<file path="src/rtl/npu_result_drain.sv">
`default_nettype none
// ============================================================================
// Module   : npu_result_drain
// Purpose  : Waits a fixed compute latency after start, snapshots the NPU
//            result matrix, then streams it row-major on a valid/ready port.
// Revision : 1.0 - initial release
// ============================================================================
module npu_result_drain #(
  parameter int N              = 2,
  parameter int OUT_W          = N + 15,
  parameter int COMPUTE_CYCLES = 7
) (
  input  logic                   clk,
  input  logic                   rst,
  input  logic                   start,
  input  logic [N*N*OUT_W-1:0]   npu_out,
  output logic                   m_valid,
  input  logic                   m_ready,
  output logic [OUT_W-1:0]       m_data,
  output logic [$clog2(N)-1:0]   m_row,
  output logic [$clog2(N)-1:0]   m_col,
  output logic                   m_last,
  output logic                   busy,
  output logic                   done,
  output logic                   err_start
);

  localparam int ELEMS = N * N;
  localparam int IDX_W = $clog2(ELEMS);
  localparam int RC_W  = $clog2(N);
  localparam int CNT_W = (COMPUTE_CYCLES > 1) ? $clog2(COMPUTE_CYCLES) : 1;

  localparam logic [IDX_W-1:0] LAST_IDX = IDX_W'(ELEMS - 1);
  localparam logic [CNT_W-1:0] CNT_LOAD = CNT_W'(COMPUTE_CYCLES - 1);

  localparam logic [1:0] S_IDLE   = 2'd0;
  localparam logic [1:0] S_WAIT   = 2'd1;
  localparam logic [1:0] S_STREAM = 2'd2;

  logic [1:0]             state;
  logic [CNT_W-1:0]       cnt;
  logic [IDX_W-1:0]       idx;
  logic [ELEMS*OUT_W-1:0] mat_buf;
  logic [OUT_W-1:0]       elem;
  logic                   is_last;

  assign elem    = mat_buf[int'(idx)*OUT_W +: OUT_W];
  assign is_last = (idx == LAST_IDX);

  // Stream outputs are zeroed when not valid so reset and idle read as 0.
  assign m_valid = (state == S_STREAM);
  assign busy    = (state != S_IDLE);
  assign m_data  = m_valid ? elem : '0;
  assign m_row   = m_valid ? RC_W'(idx / IDX_W'(N)) : '0;
  assign m_col   = m_valid ? RC_W'(idx % IDX_W'(N)) : '0;
  assign m_last  = m_valid && is_last;

  always_ff @(posedge clk or posedge rst) begin
    if (rst) begin
      state     <= S_IDLE;
      cnt       <= '0;
      idx       <= '0;
      mat_buf   <= '0;
      done      <= 1'b0;
      err_start <= 1'b0;
    end else begin
      done <= 1'b0;
      if (start && (state != S_IDLE)) begin
        err_start <= 1'b1;
      end
      case (state)
        S_IDLE: begin
          if (start) begin
            state <= S_WAIT;
            cnt   <= CNT_LOAD;
          end
        end
        S_WAIT: begin
          if (cnt != '0) begin
            cnt <= cnt - CNT_W'(1);
          end else begin
            mat_buf <= npu_out;
            idx     <= '0;
            state   <= S_STREAM;
          end
        end
        S_STREAM: begin
          if (m_ready) begin
            if (is_last) begin
              state <= S_IDLE;
              idx   <= '0;
              done  <= 1'b1;
            end else begin
              idx <= idx + IDX_W'(1);
            end
          end
        end
        default: state <= S_IDLE;
      endcase
    end
  end

endmodule
`default_nettype wire
</file>
<file path="config.mk">
export PLATFORM = sky130hd
export DESIGN_NAME = npu_result_drain
export DESIGN_NICKNAME = d
export VERILOG_FILES = /design/src/rtl/npu_result_drain.sv
export SDC_FILE = /design/constraint.sdc
export NUM_CORES = 1
export LEC_CHECK = 0
export BUFFER_PORTS_ARGS = -buffer_cell sky130_fd_sc_hd__buf_2
export CORE_ASPECT_RATIO = 0.8
export CORE_MARGIN = 1
export CORE_UTILIZATION = 56
export DETAILED_ROUTE_END_ITERATION = 10
export GPL_ROUTABILITY_DRIVEN = 0
export HOLD_SLACK_MARGIN = 0.1
export PLACE_DENSITY_LB_ADDON = 0.3
export SYNTH_ARGS = -nofsm -noshare
export SYNTH_HDL_FRONTEND = slang
export SYNTH_SLANG_ARGS = --single-unit
</file>
<file path="constraint.sdc">
create_clock -name clk -period 3.66 [get_ports clk]
set_clock_uncertainty 0.15 [all_clocks]
set_input_delay 0 -clock clk [delete_from_list [all_inputs] [get_ports clk]]
set_output_delay 0 -clock clk [all_outputs]
set_load 0.01 [all_outputs]
</file>
Word level (Yosys, flattened, before mapping)
Index checks and enable logic that the tools add are counted.
{ "classes": {"addsub": 2, "n_mul": 1, "eq_ne": 8, "shifts": 1, "n_mux": 18, "n_bitwise": 1, "reduce_logical": 11} }
{ "ops": {"columns": ["cell", "n"], "rows": [
  ["68-bit by 8-bit indexed part select with 17-bit output", 1],
  ["17-bit 2-to-1 mux", 1],
  ["2-bit 2-to-1 mux", 7],
  ["2-bit by 5-bit multiplier with 7-bit output, second input constant", 1],
  ["3-bit 2-to-1 mux", 2],
  ["2-bit inequality test, second input constant", 3],
  ["2-bit one-hot mux with 3 select lines", 1],
  ["3-bit one-hot mux with 2 select lines", 1],
  ["3-bit AND reduction", 2],
  ["2-bit nonzero test", 3],
  ["1-bit 2-to-1 mux", 5],
  ["2-bit == test, second input constant", 2],
  ["2-bit by 1-bit inequality test with 1-bit output, second input constant", 2],
  ["2-bit one-hot mux with 2 select lines", 1],
  ["4-bit AND reduction", 1],
  ["3-bit nonzero test", 1],
  ["3-bit by 1-bit subtractor with 3-bit output, second input constant", 1],
  ["2-bit by 1-bit adder with 2-bit output, second input constant", 1],
  ["2-bit by 1-bit == test with 1-bit output, second input constant", 1],
  ["1-bit logical AND", 2],
  ["2-bit logical NOT", 1],
  ["2-bit AND reduction", 1],
  ["1-bit NOT", 1]
]} }
{ "totals": {"reg_bits": 77, "input_bits": 72, "out_inout_bits": 24, "word_cells": 48} }

Depth between registers and ports, before layout
Gate-level depths: netlist (run 1).
{ "depth": {"word_depth": 4, "mapped_depth": 7, "depth_no_buf": 5} }

Worst setup path before layout (run 1)
Ideal clock, no wire load.
{ "synth_timing": {"path_type": "reg-to-reg", "startpoint": "reg cnt[0]", "endpoint": "reg mat_buf[0]", "setup_ns": 0.125, "arrival_time_ns": 1.544, "required_ns": 3.385, "slack_ns": 1.841, "stages_incl_launch_ff": 7, "path_cell_list": "dfrtp_1 inv_1 ha_1 nor4bb_1 buf_4 buf_6 mux2_2"} }
{ "synth_between": {"elab_chain_cells": 3} }
{ "synth_lines": {"columns": ["element", "line_no", "text"], "rows": [
  ["start, declared", "41", "logic [CNT_W-1:0] cnt;"],
  ["start signal, assigned", "80", "cnt <= cnt - CNT_W'(1);"],
  ["3-bit nonzero test", "79", "if (cnt != '0) begin"],
  ["1-bit NOT (no source line)", null, null],
  ["2-bit AND reduction (no source line)", null, null],
  ["end signal, assigned", "82", "mat_buf <= npu_out;"],
  ["end, declared", "43", "logic [ELEMS*OUT_W-1:0] mat_buf;"]
]} }
Every way passes these cells.
A chain may end at the register's enable or synchronous reset.

Final worst setup path (run 1)
{ "layout_timing": {"startpoint": "reg idx[0]", "endpoint": "out m_data[13]"} }
{ "layout_between": {"elab_chain_cells": 3} }
{ "layout_lines": {"columns": ["element", "line_no", "text"], "rows": [
  ["start, declared", "42", "logic [IDX_W-1:0] idx;"],
  ["start signal, assigned", "94", "idx <= idx + IDX_W'(1);"],
  ["2-bit by 5-bit multiplier with 7-bit output", "47", "assign elem = mat_buf[int'(idx)*OUT_W +: OUT_W];"],
  ["68-bit by 8-bit indexed part select with 17-bit output", "47", null],
  ["17-bit 2-to-1 mux", "53", "assign m_data = m_valid ? elem : '0;"],
  ["end, declared", "19", "output logic [OUT_W-1:0] m_data,"]
]} }
Every way passes these cells.

==> results.md, run 1 <==
- CP Cell Sequence: buf_4 > mux4_2 > and2_1 > buf_2
- Most common cell after layout, fill and taps aside: buf_2
- Minimum clock period: 2.522 ns
- Largest net degree at the start of global routing: 49
- Layout Nets: 467
- Via count: 2461
- Power Dens Cells: 653.9 nW/µm²
- Antenna-violating nets left: 0
- Post-synthesis sequential area ratio: 0.5465
- Max-cap violation count: 0
- Worst path slowest cell: dfrtp_1
- Clock power frac: 0.163
- RSZ-0062 raised after global routing: false
- Startpoint types: flop
- Vias in the first global route: 2666
- Endpoints failing setup: 0
- Initial antenna violation count: 0
- Reg power frac: 0.480
- Core ar.: 6006 µm²
- PortBufs: 95
- Overall routed net length: 7652 µm
- FMAX: 396.5 MHz
- Clock Tree Buf Depth: 2
- FF+latch count, synth: 77
- Worst-skew pair later-pin latency: 0.33 ns
- Arr. time, crit path: 2.37 ns
- Max Transition Viols Final: 0
- Non-filler cells, final: 478
- Total negative slack: 0 ns
- Maximum VDD drop: 0.3723 mV
- Root Buffer: clkbuf_8
- CP bufs+invs: 2
- Syn Area/Cell: 15.67 µm²
- Critical path class: flop to output pin
- Share of cells above drive strength 1: 0.5063
- CTS buffer count: 9
- Crit. End Element: output pin
- Post-CTS Hold Buffers: 71
- DR pass1 iterations: 4
- Final Hold Fails: 0
- Initial Utilization: 0.5871
- HPWL after DPL: 4382 µm
- First-pass GRT wire length: 12720 µm
- Num Clock Sinks: 77
- Die H: 72.97 µm
- Critical Path RT: 3.51 ns
- Routed vias/inst: 5.149
- R2r startpoint: cnt[0]$_DFFE_PP0P_
- Avg WL per Cell: 16.01 µm
- CP Max Fanout: 12
- Die W: 90.72 µm
- Total track usage: 0.2583
- Ports: 96
- Syn_nets: 300
- Post-CTS Resized: 0
- Gate power share: 0.357
- Net Sw Power: 0.0009051 W
- CTS tree: built
- Commonest cells after routing, fill and taps aside: 95 x buf_2, 77 x dfrtp_1, 71 x dlygate4sd3_1
- DRC: 0
- Initial drt markers: 76
- Internal: 0.002300 W
- Net Sw Frac: 0.2824
- Depth of the most critical reg-to-reg path: 5
- Post-CTS setup buffers: 0
- Leakage: 2.249 nW
- Syn Inst Count: 225
- Rows: 25
- Synth Cell Area: 3526 µm²
- Slew HR: 0.3915
- Final Util: 0.8160
- Inserted Diodes: 0
- Yosys Warn Count: 0
- Final worst-path cycle share: 0.6891
- Die Area: 6619 µm²
- Outcome: completed
- H-tree depth: 3
- Crit Reg-Reg Endpoint: mat_buf[18]$_DFFE_PP0P_
- Synth cell types: 25
- Total gr overflow: 0
- Register-to-register setup slack: 1.45 ns
- Slew @ Worst Pin: 0.9086 ns
- Dpl cells: 391
- CP max stage delay: 0.85 ns
- Top delay family on crit path: flip-flops
- Area Growth Syn to Fin: 39.00%
- Clock transition at path regs: 0.07 ns
- Min-delay worst type: primary input to asynchronous set/reset pin
==> synthesized netlist by cell type <==
| cell type | n | area [µm²] |
|---|---|---|
| dfrtp_1 | 77 | 1927 |
| mux2_2 | 70 | 788.3 |
| and2_1 | 20 | 125.1 |
| mux4_2 | 17 | 382.9 |
| buf_6 | 7 | 78.83 |
| buf_2 | 4 | 20.02 |
| inv_1 | 4 | 15.01 |
| ha_1 | 3 | 37.54 |
| a21o_1 | 2 | 15.01 |
| a32o_1 | 2 | 20.02 |
| clkbuf_1 | 2 | 7.510 |
| nand2_1 | 2 | 7.510 |
| nor2_1 | 2 | 7.510 |
| nor2b_1 | 2 | 12.51 |
| a21oi_1 | 1 | 5.000 |
| a22o_1 | 1 | 8.760 |
| a2bb2oi_1 | 1 | 8.760 |
| a31oi_1 | 1 | 6.260 |
| and3_1 | 1 | 6.260 |
| buf_4 | 1 | 7.510 |
| nand2b_1 | 1 | 6.260 |
| nor4bb_1 | 1 | 10.01 |
| o21bai_1 | 1 | 7.510 |
| or2_2 | 1 | 6.260 |
| xnor2_1 | 1 | 8.760 |
==> cell families after synthesis <==
kind of cell | share of synthesized area
AO/OA/AOI/OAI | 0.02023
adder cells (fa/ha/maj) | 0.01065
flip-flops | 0.5465
AND/OR/NAND/NOR | 0.05146
XOR/XNOR | 0.002484
buffers and inverters | 0.03655
multiplexers | 0.3322
==> registers in the layout (all words and copies together), names as in the netlist <==
| signal | cells |
|---|---|
| mat_buf | 68 |
| err_start | 1 |
| state | 2 |
| idx | 2 |
| done | 1 |
| cnt | 3 |
==> power groups by stage <==
stage	Clock [W]	Sequential, W	Combinational [W]
2_1_floorplan	0	0.00142	0.000984
3_3_place_gp	0	0.00152	0.00104
3_5_place_dp	0	0.00154	0.00108
4_1_cts	0.000541	0.00153	0.00115
5_1_grt	0.000571	0.00160	0.00124
6_report	0.000522	0.00154	0.00114
==> tightest hold or removal path: stages <==
cell	delay, ns
dlygate4sd3_1	0.54
buf_2	0.13
clkinv_2	0.53
==> layer usage <==
layer,track usage,share of wire,up-vias
li1,-,-,1148
met5,0,0,-
met2,0.4756,0.54,71
met3,0.05521,0.042,11
met1,0.2989,0.40,1231
met4,0.1039,0.016,0
==> metrics by stage <==
stage	total power [W]	setup slack (ns)	instance area, µm²	hold WS [ns]
floorplan	0.002401	1.543	3526	-0.03329
global placement	0.002566	1.480	4038	0.02436
detailed placement	0.002626	1.458	4038	0.02298
CTS	0.003216	1.080	4901	0.1930
global route	0.003410	0.9778	4901	0.2704
finish	0.003205	1.138	4901	0.2013
==> area by class of cell <==
type,instances,area (µm²)
inverter,4,16.27
tap,81,101.3
clock buffer,14,142.6
sequential,77,1927
multi-input combinational,130,1488
fill,361,1105
clock inverter,2,10.01
timing repair buffer,170,1216
==> worst max path at each step <==
stage / startpoint / end / slack, ns / depth (start not counted)
floorplan: rst / cnt[0]$_DFFE_PP0P_ / 1.54 / 1
global placement: idx[0]$_DFFE_PP0P_ / m_data[14] / 1.48 / 4
detailed placement: idx[0]$_DFFE_PP0P_ / m_data[13] / 1.46 / 4
CTS: idx[0]$_DFFE_PP0P_ / m_data[13] / 1.08 / 4
global route: idx[0]$_DFFE_PP0P_ / m_data[13] / 0.98 / 4
finish: idx[0]$_DFFE_PP0P_ / m_data[13] / 1.14 / 4
No activity file was read; power rests on OpenSTA's default activity.
==> run 2: changes to the inputs <==
CORE_UTILIZATION = 47   (was 56)
clock period = 2.3 ns   (was 3.66 ns; I/O delays follow)
==> results.md, run 2 (synthesized netlist as in run 1, its figures left out) <==
- Die Area: 7854 µm² (was 6619 µm²)
- Outcome: completed (unchanged)
- GR Util met3: 0.04991 (was 0.05521)
- Commonest cells after routing, fill and taps aside: 95 x buf_2, 77 x dfrtp_1, 71 x dlygate4sd3_1 (unchanged)
- Root Buffer: clkbuf_8 (unchanged)
- Slew @ Worst Pin: 0.7181 ns (was 0.9086 ns)
- GRT met1 Usage: 0.2606 (was 0.2989)
- Via count: 2457 (was 2461)
- Area Growth Syn to Fin: 42.09% (was 39.00%)
- Met2 Use GR: 0.3713 (was 0.4756)
- Ports: 96 (unchanged)
- Critical Path RT: 2.38 ns (was 3.51 ns)
- Register-to-register setup slack: 0.25 ns (was 1.45 ns)
- CP Max Fanout: 21 (was 12)
- Layout Nets: 471 (was 467)
- RSZ-0062 raised after global routing: false (unchanged)
- PortBufs: 95 (unchanged)
- Min-delay worst type: primary input to asynchronous set/reset pin (unchanged)
- DR pass1 iterations: 4 (unchanged)
- Largest registers: mat_buf: 68 flops, cnt: 3 flops (unchanged)
- FMAX: 487.1 MHz
- Crit Reg-Reg Endpoint: mat_buf[27]$_DFFE_PP0P_ (was mat_buf[18]$_DFFE_PP0P_)
- Final worst-path cycle share: 0.8926
- Die H: 79.47 µm (was 72.97 µm)
- Max Transition Viols Final: 0 (unchanged)
- H-tree depth: 3 (unchanged)
- Rows: 27 (was 25)
- Endpoints failing setup: 0 (unchanged)
- Worst-skew pair later-pin latency: 0.34 ns (was 0.33 ns)
- Post-CTS setup buffers: 0 (unchanged)
- Crit. End Element: flop (was output pin)
- Avg WL per Cell: 15.89 µm (was 16.01 µm)
- Busiest grt layer: met2 (unchanged)
- Initial Utilization: 0.4994 (was 0.5871)
- Max-cap violation count: 0 (unchanged)
- Antenna-violating nets left: 0 (unchanged)
- Most common cell after layout, fill and taps aside: buf_2 (unchanged)
- R2r startpoint: cnt[0]$_DFFE_PP0P_ (unchanged)
- Initial antenna violation count: 0 (unchanged)
- Overall power: 0.005304 W (was 0.003205 W)
- Inserted Diodes: 0 (unchanged)
- Largest net degree at the start of global routing: 50 (was 49)
- CTS buffer count: 9 (unchanged)
- Startpoint types: flop (unchanged)
- Slew HR: 0.5207 (was 0.3915)
- Initial drt markers: 125 (was 76)
- Total gr overflow: 0 (unchanged)
- Critical path class: flop to flop (was flop to output pin)
- CTS tree: built (unchanged)
- Routed vias/inst: 5.066 (was 5.149)
- Core ar.: 7061 µm² (was 6006 µm²)
- Clock Tree Buf Depth: 2 (unchanged)
- Clock transition at path regs: 0.07 ns (about the same)
- Maximum VDD drop: 0.6205 mV (was 0.3723 mV)
- Depth of the most critical reg-to-reg path: 5 (unchanged)
- Leakage: 2.300 nW (was 2.249 nW)
- Max reg flops: 68 (unchanged)
- Share of cells above drive strength 1: 0.5201 (was 0.5063)
- First-pass GRT wire length: 12590 µm (was 12720 µm)
- Die W: 98.84 µm (was 90.72 µm)
- HPWL after DPL: 4648 µm (was 4382 µm)
- Final Hold Fails: 0 (unchanged)
- Arr. time, crit path: 2.13 ns (was 2.37 ns)
- DRC: 0 (unchanged)
- Biggest register: mat_buf (unchanged)
- Total track usage: 0.2130 (was 0.2583)
- Total negative slack: 0 ns (unchanged)
- Overall routed net length: 7707 µm (was 7652 µm)
- Num Clock Sinks: 77 (unchanged)
- Power Dens Cells: 1059 nW/µm² (was 653.9 nW/µm²)
- Vias in the first global route: 2648 (was 2666)
- Minimum clock period: 2.053 ns
- Post-CTS Resized: 0 (unchanged)
[run 2: how the worst max path moves through the flow]
stage,from,end,slack (ns),cells after the start
2_1_floorplan,rst,cnt[0]$_DFFE_PP0P_,0.18,1
3_3_place_gp,cnt[0]$_DFFE_PP0P_,mat_buf[61]$_DFFE_PP0P_,0.31,5
3_5_place_dp,cnt[0]$_DFFE_PP0P_,mat_buf[27]$_DFFE_PP0P_,0.27,5
4_1_cts,cnt[0]$_DFFE_PP0P_,mat_buf[43]$_DFFE_PP0P_,0.25,5
5_1_grt,cnt[0]$_DFFE_PP0P_,mat_buf[43]$_DFFE_PP0P_,0.16,5
6_report,cnt[0]$_DFFE_PP0P_,mat_buf[27]$_DFFE_PP0P_,0.25,5
[run 2: stage by stage]
stage / cell area [µm²] / std cells / worst slack (ns) / hold WS [ns] / utilization
3_3_place_gp: 4113 / 401 / 0.3127 / -0.008612 / 0.5825
2_1_floorplan: 3526 / 225 / 0.1833 / -0.03329 / -
6_report: 5010 / 485 / 0.2471 / 0.1483 / 0.7096
4_1_cts: 5010 / 485 / 0.2539 / 0.1545 / 0.7096
3_5_place_dp: 4113 / 401 / 0.2680 / -0.01328 / 0.5825
5_1_grt: 5010 / 485 / 0.1598 / 0.2201 / 0.7096
[run 2: worst max-delay path, stage by stage (launching register included)]
cell,delay [ns]
dfrtp_1,0.41
inv_1,0.09
ha_1,0.19
nor4bb_4,0.37
buf_4,0.35
mux2_2,0.37
[run 2: routing by layer]
metal	share of wire	wire, µm
met5	0	0
met1	0.45	3459
met3	0.042	322
met2	0.50	3839
met4	0.011	86
[run 2: area by class of cell]
| type | count | area (µm²) |
|---|---|---|
| fillers | 463 | 2051 |
| flip-flops and latches | 77 | 1927 |
| multi-input cells | 130 | 1488 |
| repair buffers | 174 | 1284 |
| clock buffers | 11 | 151.4 |
| well taps | 87 | 108.9 |
| clock inverters | 2 | 35.03 |
| inverters | 4 | 16.27 |
[run 2: timing repair]
action | CTS | global route
setup endpoints to repair | 0 | 0
hold endpoints to repair | 142 | 0
hold buffers | 71 | 0
[run 2: power by group]
| part | leakage [nW] | total, W | switching [W] | internal (W) |
|---|---|---|---|---|
| clock network | 0.0971 | 0.000988 | 0.000447 | 0.000541 |
| logic | 1.28 | 0.00195 | 0.000649 | 0.00130 |
| registers | 0.926 | 0.00237 | 0.000355 | 0.00202 |
| total | 2.30 | 0.00530 | 0.00145 | 0.00385 |
